[config.mk]
export PLATFORM = sky130hd
export DESIGN_NAME = pulse_train_meter
export DESIGN_NICKNAME = d
export VERILOG_FILES = /design/src/rtl/pulse_meter_pkg.sv /design/src/rtl/edge_detect_sync.sv /design/src/rtl/pulse_train_meter.sv
export SDC_FILE = /design/constraint.sdc
export NUM_CORES = 1
export LEC_CHECK = 0
export BUFFER_PORTS_ARGS = -buffer_cell sky130_fd_sc_hd__buf_2
export CAP_MARGIN = 20
export CORE_ASPECT_RATIO = 1.1
export CORE_UTILIZATION = 55
export CTS_CLUSTER_SIZE = 16
export DETAILED_ROUTE_END_ITERATION = 8
export PLACE_DENSITY_LB_ADDON = 0.05
export SLEW_MARGIN = 40
export SYNTH_ARGS = -nofsm -noshare
export SYNTH_HDL_FRONTEND = slang
export SYNTH_SLANG_ARGS = --single-unit
[constraint.sdc]
create_clock -name clock -period 2 [get_ports clock]
set_clock_uncertainty 0.05 [all_clocks]
set_input_delay 0.3 -clock clock [delete_from_list [all_inputs] [get_ports clock]]
set_output_delay 0.3 -clock clock [all_outputs]
set_load 0.005 [all_outputs]
[src/rtl/pulse_meter_pkg.sv]
// pulse_meter_pkg
//   Shared types and helpers for the pulse train meter.
//   - meter_state_t : FSM state encoding (IDLE, COUNT, REPORT)
//   - SAT_MAX(w)    : all-ones saturation value for a w-bit counter
package pulse_meter_pkg;

  typedef enum logic [1:0] {
    IDLE   = 2'd0,
    COUNT  = 2'd1,
    REPORT = 2'd2
  } meter_state_t;

  function automatic logic [31:0] SAT_MAX(input int unsigned w);
    return (w >= 32) ? 32'hFFFF_FFFF : ((32'd1 << w) - 32'd1);
  endfunction

endpackage

[src/rtl/edge_detect_sync.sv]
// edge_detect_sync
//   Multi-flop synchronizer for an asynchronous level, followed by a
//   previous-sample flop for edge detection. Runs continuously.
// Ports
//   clock    in   1  sampling clock
//   reset_n  in   1  asynchronous active-low reset, clears all flops
//   i_sig    in   1  asynchronous input level
//   o_level  out  1  synchronized level
//   o_rise   out  1  one-cycle strobe on a synchronized 0->1 transition
//   o_fall   out  1  one-cycle strobe on a synchronized 1->0 transition
module edge_detect_sync #(
  parameter int SYNC_STAGES = 2
) (
  input  logic clock,
  input  logic reset_n,
  input  logic i_sig,
  output logic o_level,
  output logic o_rise,
  output logic o_fall
);

  logic [SYNC_STAGES-1:0] r_sync;
  logic                   r_prev;

  always_ff @(posedge clock or negedge reset_n) begin
    if (!reset_n) begin
      r_sync <= '0;
      r_prev <= 1'b0;
    end else begin
      r_sync <= {r_sync[SYNC_STAGES-2:0], i_sig};
      r_prev <= r_sync[SYNC_STAGES-1];
    end
  end

  assign o_level = r_sync[SYNC_STAGES-1];
  assign o_rise  = r_sync[SYNC_STAGES-1] & ~r_prev;
  assign o_fall  = ~r_sync[SYNC_STAGES-1] & r_prev;

endmodule

[src/rtl/pulse_train_meter.sv]
// pulse_train_meter
//   Counts rising edges of an asynchronous pulse train over a programmable
//   window of clock cycles and presents the result on a valid/ready port.
//   Optional feature macro: PULSE_WIDTH_MEAS_EN (widest high pulse in window).
// Ports
//   clock        in   1      single clock, posedge
//   reset_n      in   1      asynchronous active-low reset
//   signal       in   1      pulse train (asynchronous)
//   start        in   1      begin a window, honoured only in IDLE
//   window       in   WIN_W  window length in cycles, 0 behaves as 1
//   busy         out  1      window in progress
//   res_valid    out  1      result available
//   res_ready    in   1      consumer accepts the result
//   pulse_count  out  CNT_W  rising edges seen (saturating)
//   overflow     out  1      an edge arrived with pulse_count already saturated
//   max_width    out  CNT_W  widest high pulse in cycles (0 without the macro)
module pulse_train_meter
  import pulse_meter_pkg::*;
#(
  parameter int CNT_W       = 8,
  parameter int WIN_W       = 8,
  parameter int SYNC_STAGES = 2
) (
  input  logic             clock,
  input  logic             reset_n,
  input  logic             signal,
  input  logic             start,
  input  logic [WIN_W-1:0] window,
  output logic             busy,
  output logic             res_valid,
  input  logic             res_ready,
  output logic [CNT_W-1:0] pulse_count,
  output logic             overflow,
  output logic [CNT_W-1:0] max_width
);

  localparam logic [CNT_W-1:0] SAT = CNT_W'(SAT_MAX(CNT_W));

  logic w_level;
  logic w_rise;
  logic w_fall;

  edge_detect_sync #(
    .SYNC_STAGES(SYNC_STAGES)
  ) u_sync (
    .clock  (clock),
    .reset_n(reset_n),
    .i_sig  (signal),
    .o_level(w_level),
    .o_rise (w_rise),
    .o_fall (w_fall)
  );

  meter_state_t     r_state;
  logic [WIN_W-1:0] r_timer;
  logic [CNT_W-1:0] r_count;
  logic             r_ovf;
  logic             w_last;

  // Final counted cycle of the window.
  assign w_last = (r_timer == WIN_W'(1));

`ifdef PULSE_WIDTH_MEAS_EN
  logic [CNT_W-1:0] r_width;
  logic [CNT_W-1:0] r_max;
  logic [CNT_W-1:0] w_width_inc;

  assign w_width_inc = (r_width == SAT) ? r_width : r_width + 1'b1;
`else
  logic w_unused_width_taps;
  assign w_unused_width_taps = w_level ^ w_fall;
`endif

  always_ff @(posedge clock or negedge reset_n) begin
    if (!reset_n) begin
      r_state <= IDLE;
      r_timer <= '0;
      r_count <= '0;
      r_ovf   <= 1'b0;
`ifdef PULSE_WIDTH_MEAS_EN
      r_width <= '0;
      r_max   <= '0;
`endif
    end else begin
      case (r_state)
        IDLE: begin
          if (start) begin
            r_timer <= (window == '0) ? WIN_W'(1) : window;
            r_count <= '0;
            r_ovf   <= 1'b0;
`ifdef PULSE_WIDTH_MEAS_EN
            r_width <= '0;
            r_max   <= '0;
`endif
            r_state <= COUNT;
          end
        end
        COUNT: begin
          r_timer <= r_timer - 1'b1;
          if (w_rise) begin
            if (r_count == SAT) r_ovf <= 1'b1;
            else                r_count <= r_count + 1'b1;
          end
`ifdef PULSE_WIDTH_MEAS_EN
          if (w_level) r_width <= w_width_inc;
          if (w_fall) begin
            if (r_width > r_max) r_max <= r_width;
            r_width <= '0;
          end else if (w_last && w_level) begin
            // A pulse still high when the window closes is measured as
            // truncated, including this final cycle.
            if (w_width_inc > r_max) r_max <= w_width_inc;
          end
`endif
          if (w_last) r_state <= REPORT;
        end
        REPORT: begin
          if (res_ready) r_state <= IDLE;
        end
        default: r_state <= IDLE;
      endcase
    end
  end

  assign busy        = (r_state == COUNT);
  assign res_valid   = (r_state == REPORT);
  assign pulse_count = r_count;
  assign overflow    = r_ovf;
`ifdef PULSE_WIDTH_MEAS_EN
  assign max_width   = r_max;
`else
  assign max_width   = '0;
`endif

endmodule
Word-level counts from Yosys, hierarchy flattened. Index checks and enable logic that the tools add are counted.

Add/subtract/negate cells: 2. Equality and inequality tests: 10. Muxes and demuxes: 15. Bitwise gates (word level): 2. Reduce and logical (&&, ||, !) cells: 7.

Operators by type and width (count): two-way mux 8 bit (5); one-hot mux 8 bit (2 select lines) (2); adder 8 x 1 -> 8 bit (second input constant) (1); equality test 8 x 1 -> 1 bit (second input constant) (1); equality test 8 bit (second input constant) (1); logical NOT 8 bit (1); != test 2 x 1 -> 1 bit (second input constant) (4); AND reduction 4 bit (2); subtractor 8 x 1 -> 8 bit (second input constant) (1); two-way mux 2 bit (3); one-hot mux 2 bit (3 select lines) (1); != test 2 bit (second input constant) (2); two-way mux 1 bit (3); AND reduction 3 bit (1); equality test 2 x 1 -> 1 bit (second input constant) (1); equality test 2 bit (second input constant) (1); logical NOT 2 bit (1); one-hot mux 1 bit (2 select lines) (1); AND reduction 2 bit (1); nonzero test 2 bit (1); AND 1 bit (1); NOT 1 bit (1).

Register bits: 22. Output and inout bits: 19.

Logic depth before layout (Yosys ltp). Gate-level depths: netlist of run 1.

Depth in word-level cells: 4. Mapped depth: 6.

By module. Synthesis of run 1 repeated with hierarchy kept, for this count alone.

Cell total of the unflattened synthesis: 135. Area total of the unflattened synthesis: 1283.7 sq um.

Modules (own cells, without submodules): pulse_train_meter (instances 1, cells each 130, area each 1193.6 sq um); edge_detect_sync (instances 1, cells each 5, area each 90.1 sq um).

Worst setup path after synthesis of run 1. OpenSTA, ideal clock, no wires.

Kind: flip-flop to flip-flop. Start: register r_count[0] (netlist: pulse_count[0]). End: register r_count[2] (netlist: pulse_count[2]). Library setup time: 0.126 ns. Arrival: 1.266 ns. Required time: 1.824 ns. Path slack: 0.558 ns. Stages on the path, launching flop included: 6. Clock period less this slack: 1.442 ns. Cells stage by stage: dfrtp_1 > ha_1 > nand3_1 > or2_1 > o21ai_2 > a221o_1.

Cells in the longest elaborated chain, start to end: 4. Elaborated cells between the ends (all ways): 7. Those cells by class: 1 x add/sub; 2 x eq/ne; 3 x mux; 1 x reduce/logical.

RTL lines: start, declared (line pulse_train_meter.sv:56) `logic [CNT_W-1:0] r_count;`; start signal, assigned (line pulse_train_meter.sv:102) `else r_count <= r_count + 1'b1;`; adder 8 x 1 -> 8 bit (line pulse_train_meter.sv:102); two-way mux 8 bit (line pulse_train_meter.sv:101) `if (r_count == SAT) r_ovf <= 1'b1;`; two-way mux 8 bit (line pulse_train_meter.sv:100) `if (w_rise) begin`; one-hot mux 8 bit (2 select lines) (line pulse_train_meter.sv:85) `case (r_state)`.

Parallel ways exist; a longest one is shown, timed or not. The select of a mux whose other input is x is not followed. A chain may end at the register's enable or synchronous reset.

Worst setup path in the final report of run 1.
Start: register r_state[1]. End: output port busy.

Cells in the longest elaborated chain, start to end: 1.

RTL lines: start, declared (line pulse_train_meter.sv:54) `meter_state_t r_state;`; start signal, assigned (line pulse_train_meter.sv:76) `r_state <= IDLE;`; start signal, assigned (line pulse_train_meter.sv:95) `r_state <= COUNT;`; start signal, assigned (line pulse_train_meter.sv:115) `if (w_last) r_state <= REPORT;`; equality test 2 x 1 -> 1 bit (line pulse_train_meter.sv:125) `assign busy = (r_state == COUNT);`; end, declared (line pulse_train_meter.sv:29) `output logic busy,`.

Every way passes these cells.

==> flow_metrics.py, run 1 <==
metrics = {
    "logic_synthesis": {
        "synth_flop_cell": "dfrtp_1",
        "synth_most_common_cell": "dfrtp_1",
        "synthXorXnorAreaFrac_pct": 0,
        "synth_edf_count": 0,
        "ys_seq_area_share_pct": 42.1,
        "synth_top_area_share_pct": 42.1,
        "synth_top_family_by_area": "compound AO/OA/AOI/OAI gates",
        "synthAdderAreaFrac_pct": 2.87,
        "syn_area_mm2": 0.00131,
        "synth.area.mux_share_pct": 3.16,
        "yosys.area_share.simple_pct": 20.9,
        "syn_inst": 136,
        "synthDistinctLibCells": 44,
        "synth_common_cells": "22 x dfrtp_1, 11 x a21oi_1, 10 x nor2_1",
        "ys_ff_latch": 22,
        "synth_compound_area_share_pct": 22.6,
        "yosys.area.top_type": "dfrtp_1",
        "avgSynthCellArea_um2": 9.60,
        "synthArstFlopShare_pct": 100,
        "yosys-top-cells-area": "dfrtp_1 42%, buf_4 5.2%, a21oi_1 4.2%",
        "yosysWarnings": 0,
    },
    "floorplan": {
        "io-pin-count": 32,
        "coreArea_mm2": 0.00225,
        "core.rowCount": 18,
        "fp.dieArea_mm2": 0.00257,
        "floorplan.initialDensity_pct": 58.0,
        "die_w_um": 48.5,
        "die-height_um": 53.1,
    },
    "clocking": {
        "clk_path_buf_depth": 2,
        "h-tree-depth": 1,
        "root_buffer": "clkbuf_4",
        "cts_sinks": 22,
        "cts_buffers": 3,
        "tritoncts": "built",
        "clk_pin_slew_ps": 130,
        "clk_latency_ps": 310,
    },
    "global_route": {
        "overflow": 0,
        "grt_first_pass_wirelength_mm": 4.59,
        "antenna_found_initial": 0,
        "track_usage_pct": 24.1,
        "grt_max_degree": 23,
        "grt_pass1_vias": 1006,
    },
    "status": {
        "run_status": "finished, final reports clean",
    },
    "routing": {
        "drt_iter0_markers": 14,
        "routed_wl_mm": 2.76,
        "antenna_left": 0,
        "vias_per_cell": 5.81,
        "drcViolationCount": 0,
        "vias": 1104,
        "firstDrtPassIters": 4,
        "wire_per_inst_um": 14.5,
    },
    "worst_setup_path": {
        "end_kind": "output port",
        "critPathCapture": "busy",
        "r2r_end": "pulse_count[0]",
        "path_buf_inv": 2,
        "cp_top_family": "flip-flops",
        "slowest_stage": "dfrtp_1",
        "worstPathCellList": "nand2b_1 > inv_2 > buf_2",
        "critical_path_required_ps": 1650,
        "critPathKind": "register to output port",
        "start_kind": "register",
        "worstReg2RegStart": "pulse_count[0]",
        "cpPeakStageDelay_ps": 470,
        "crit_fanout": 9,
        "ff2ff_path_depth": 5,
        "startpoint": "r_state[1]",
        "critPathArrivalTime_ps": 1370,
        "rrSetupSlack_ps": 410,
        "cp.depth": 3,
    },
    "cells_and_area": {
        "antenna_cells": 0,
        "fin_nets": 177,
        "area_growth_pct": 11.2,
        "drive_above_1_share_pct": 22.5,
    },
    "timing": {
        "period_needed_ps": 1720,
        "post-route-period-util_pct": 86.2,
        "slew-limit-headroom_pct": 66.3,
        "worst_pin_slew_ps": 505,
        "finalWorstSetupSlack_ps": 275,
        "holdWs_ps": 46.3,
        "finalMaxSlewViolations": 0,
        "rsz0062_at_grt": "no",
        "finalSetupTns_ps": 0,
        "fmax_mhz": 580,
        "finalSetupViolations": 0,
        "hold_viol": 0,
    },
    "placed_design": {
        "dp_slack_ps": 419,
        "io_buffers": 23,
        "place_congestion": 0.804,
        "dp_hpwl_mm": 2.08,
    },
    "pwr": {
        "ir_drop_uv": 772,
        "power-per-cell-area_mw_per_mm2": 1300,
        "finalPower_mw": 1.88,
        "p_leak_nw": 0.668,
    },
    "job": {
        "maxCapViolCount": 0,
    },
    "hold_path": {
        "min_path_type": "input port to register",
    },
}
metrics by stage:
| step | cell area, µm² | util (%) | instances |
|---|---|---|---|
| after detailed placement | 1410 | 62.4 | 185 |
| after global placement | 1410 | 62.4 | 185 |
| after global routing | 1450 | 64.5 | 190 |
| after CTS | 1450 | 64.5 | 190 |
| after floorplan | 1330 | - | 143 |
| final | 1450 | 64.5 | 190 |
metal layers:
metal	track usage [%]	share of wire, %	vias up
li1	-	-	539
met1	26.7	42	522
met2	46.5	51	36
met3	2.87	4.5	7
met4	11.8	1.8	0
met5	0	0	-
how the worst min path moves through the flow:
stage	start	end	slack, ps	cells after the start
4_1_cts	signal	u_sync.r_sync[0]	40	1
3_3_place_gp	reset_n	pulse_count[2]	240	1
2_1_floorplan	reset_n	overflow	-50	0
6_report	signal	u_sync.r_sync[0]	50	1
5_1_grt	signal	u_sync.r_sync[0]	30	1
3_5_place_dp	reset_n	pulse_count[6]	240	1
cells by family after synthesis:
| logic type | after synthesis |
|---|---|
| AND/OR/NAND/NOR | 45 |
| AO/OA/AOI/OAI | 44 |
| flip-flops | 22 |
| buffers and inverters | 17 |
| multiplexers | 4 |
| adder cells (fa/ha/maj) | 3 |
| other | 1 |
cell type report:
cell class,count,area [µm²]
Clock buffer,4,36.3
Multi-Input combinational cell,104,677
Sequential cell,22,551
Inverter,5,18.8
Fill cell,193,800
Tap cell,30,37.5
Timing Repair Buffer,25,133
where the power goes:
group / leakage (nW) / internal, mW / switching, mW / total [mW]
sequential: 0.256 / 0.600 / 0.244 / 0.845
combinational: 0.392 / 0.377 / 0.415 / 0.792
clock: 0.0210 / 0.111 / 0.136 / 0.247
registers in the layout, summed over array words and instances (netlist names):
| register | flops |
|---|---|
| overflow | 1 |
| pulse_count | 8 |
| r_state | 2 |
| r_timer | 8 |
| u_sync.r_prev | 1 |
| u_sync.r_sync | 2 |
timing repair:
action / CTS / global route
hold buffers: 1 / 0
buffers inserted: 0 / 0
gates resized for setup: 0 / 0
hold endpoints to repair: 22 / 0
cell usage in the layout, fill, tap and decap left out, drive strengths merged, types with 2 or more instances in the layout:
| cell type | netlist | layout |
|---|---|---|
| mux2i | 3 | 3 |
| o22ai | 5 | 5 |
| nor2b | 2 | 2 |
| a31oi | 2 | 2 |
| o22a | 6 | 6 |
| conb | 1 | 8 |
| o21ai | 9 | 9 |
| buf | 10 | 24 |
| nor4 | 2 | 2 |
| nand4 | 2 | 2 |
| a21o | 2 | 2 |
| nor3 | 2 | 2 |
| a21oi | 12 | 12 |
| dfrtp | 22 | 22 |
| ha | 3 | 3 |
| nand2 | 7 | 7 |
| nand3b | 3 | 3 |
| clkbuf | 2 | 4 |
| nor2 | 10 | 10 |
| nand2b | 3 | 3 |
| inv | 5 | 5 |
| nand3 | 7 | 7 |
Note: power is estimated with default switching activity, not from simulation.
==> inputs of run 2 (changes only) <==
CORE_UTILIZATION = 45   (was 55)
SLEW_MARGIN = not set   (was 40)
==> flow_metrics.py, run 2 (same netlist as run 1, synthesis figures left out) <==
metrics = {
    "status": {
        "run_status": "finished, final reports clean",
    },
    "routing": {
        "wire_per_inst_um": 14.0,
        "vias": 1101,
        "firstDrtPassIters": 4,
        "drcViolationCount": 0,
        "drt_iter0_markers": 37,
        "routed_wl_mm": 2.70,
        "antenna_left": 0,
        "vias_per_cell": 5.70,
    },
    "cells_and_area": {
        "instances_no_fill": 193,
        "final_design_area_no_fill_mm2": 0.00146,
        "multi_input_area_um2": 677,
        "final_util_pct": 52.9,
        "register_area_um2": 551,
        "mostFrequentLayoutCell": "buf_2",
        "fin_nets": 177,
        "drive_above_1_share_pct": 22.5,
        "n_fill_cell": 287,
        "final_cell_mix": "23 x buf_2, 22 x dfrtp_1, 11 x a21oi_1, 10 x nor2_1",
        "area_growth_pct": 11.5,
        "antenna_cells": 0,
    },
    "clocking": {
        "post-cts-setup-buffer-count": 0,
        "root_buffer": "clkbuf_4",
        "clk_latency_ps": 310,
        "cts_buffers": 3,
        "clk_pin_slew_ps": 130,
        "cts_sinks": 22,
        "postCtsHoldBufs": 1,
        "tritoncts": "built",
        "clk_path_buf_depth": 2,
        "cts.repair.resized": 0,
        "h-tree-depth": 1,
    },
    "worst_setup_path": {
        "end_kind": "output port",
        "critPathKind": "register to output port",
        "crit_fanout": 9,
        "start_kind": "register",
        "worstReg2RegStart": "pulse_count[0]",
        "critPathCapture": "busy",
        "cpPeakStageDelay_ps": 470,
        "rrSetupSlack_ps": 420,
        "startpoint": "r_state[1]",
        "slowest_stage": "dfrtp_1",
        "critPathArrivalTime_ps": 1370,
        "critical_path_required_ps": 1650,
        "worstPathCellList": "nand2b_1 > inv_2 > buf_2",
        "r2r_end": "pulse_count[0]",
        "ff2ff_path_depth": 5,
    },
    "pwr": {
        "p_leak_nw": 0.668,
        "power-per-cell-area_mw_per_mm2": 1290,
        "finalPower_mw": 1.87,
        "ir_drop_uv": 777,
    },
    "timing": {
        "post-route-period-util_pct": 86.1,
        "finalSetupTns_ps": 0,
        "worst_pin_slew_ps": 503,
        "period_needed_ps": 1720,
        "hold_viol": 0,
        "fmax_mhz": 581,
        "finalWorstSetupSlack_ps": 279,
        "slew-limit-headroom_pct": 66.5,
        "finalMaxSlewViolations": 0,
        "finalSetupViolations": 0,
        "holdWs_ps": 36.8,
        "rsz0062_at_grt": "no",
    },
    "global_route": {
        "track_usage_pct": 20.4,
        "grt_first_pass_wirelength_mm": 4.69,
        "grt_max_degree": 23,
        "grt_pass1_vias": 1078,
        "antenna_found_initial": 0,
        "overflow": 0,
    },
    "floorplan": {
        "core.rowCount": 20,
        "io-pin-count": 32,
        "floorplan.initialDensity_pct": 47.5,
        "fp.dieArea_mm2": 0.00312,
        "coreArea_mm2": 0.00275,
        "die_w_um": 53.4,
        "die-height_um": 58.5,
    },
    "placed_design": {
        "dp_slack_ps": 457,
        "place_congestion": 0.769,
        "dp_hpwl_mm": 1.99,
        "dp.cells": 188,
        "dpl-instance-area_mm2": 0.00141,
        "io_buffers": 23,
    },
    "job": {
        "maxCapViolCount": 0,
    },
    "hold_path": {
        "min_path_type": "input port to register",
    },
}
[run 2: cell counts in the layout (fill, tap and decap cells not counted)]
Identical to the previous run, type by type.
[run 2: worst min path at each step]
stage | from | cells after the start | end
3_5_place_dp | reset_n | 1 | pulse_count[5]
2_1_floorplan | reset_n | 0 | overflow
5_1_grt | signal | 1 | u_sync.r_sync[0]
3_3_place_gp | reset_n | 1 | pulse_count[5]
4_1_cts | signal | 1 | u_sync.r_sync[0]
6_report | signal | 1 | u_sync.r_sync[0]
[run 2: layout make-up]
class                   instances  area share, %
multi-input cells             104           46.5
well taps                      33           2.84
repair buffers                 25           9.11
clock buffers                   4           2.49
flip-flops and latches         22           37.8
inverters                       5           1.29
[run 2: power breakdown]
part           switching (mW)  total (mW)  internal [mW]
combinational           0.420       0.796          0.376
sequential              0.232       0.832          0.601
clock                   0.135       0.246          0.111
[run 2: critical path, delay by kind of cell, from the launching register on]
family                 cells  cell delay (ps)
flip-flops                 1              470
AND/OR/NAND/NOR            1              270
buffers and inverters      2              320
[run 2: metal layers]
| layer | wire, µm | track usage [%] | vias up | part of all wire (%) |
|---|---|---|---|---|
| met5 | 0 | 0 | - | 0 |
| met4 | 19 | 7.89 | 0 | 0.70 |
| met3 | 109 | 2.33 | 2 | 4.0 |
| met2 | 1340 | 34.5 | 33 | 49 |
| met1 | 1230 | 26.4 | 528 | 46 |
| li1 | - | - | 538 | - |
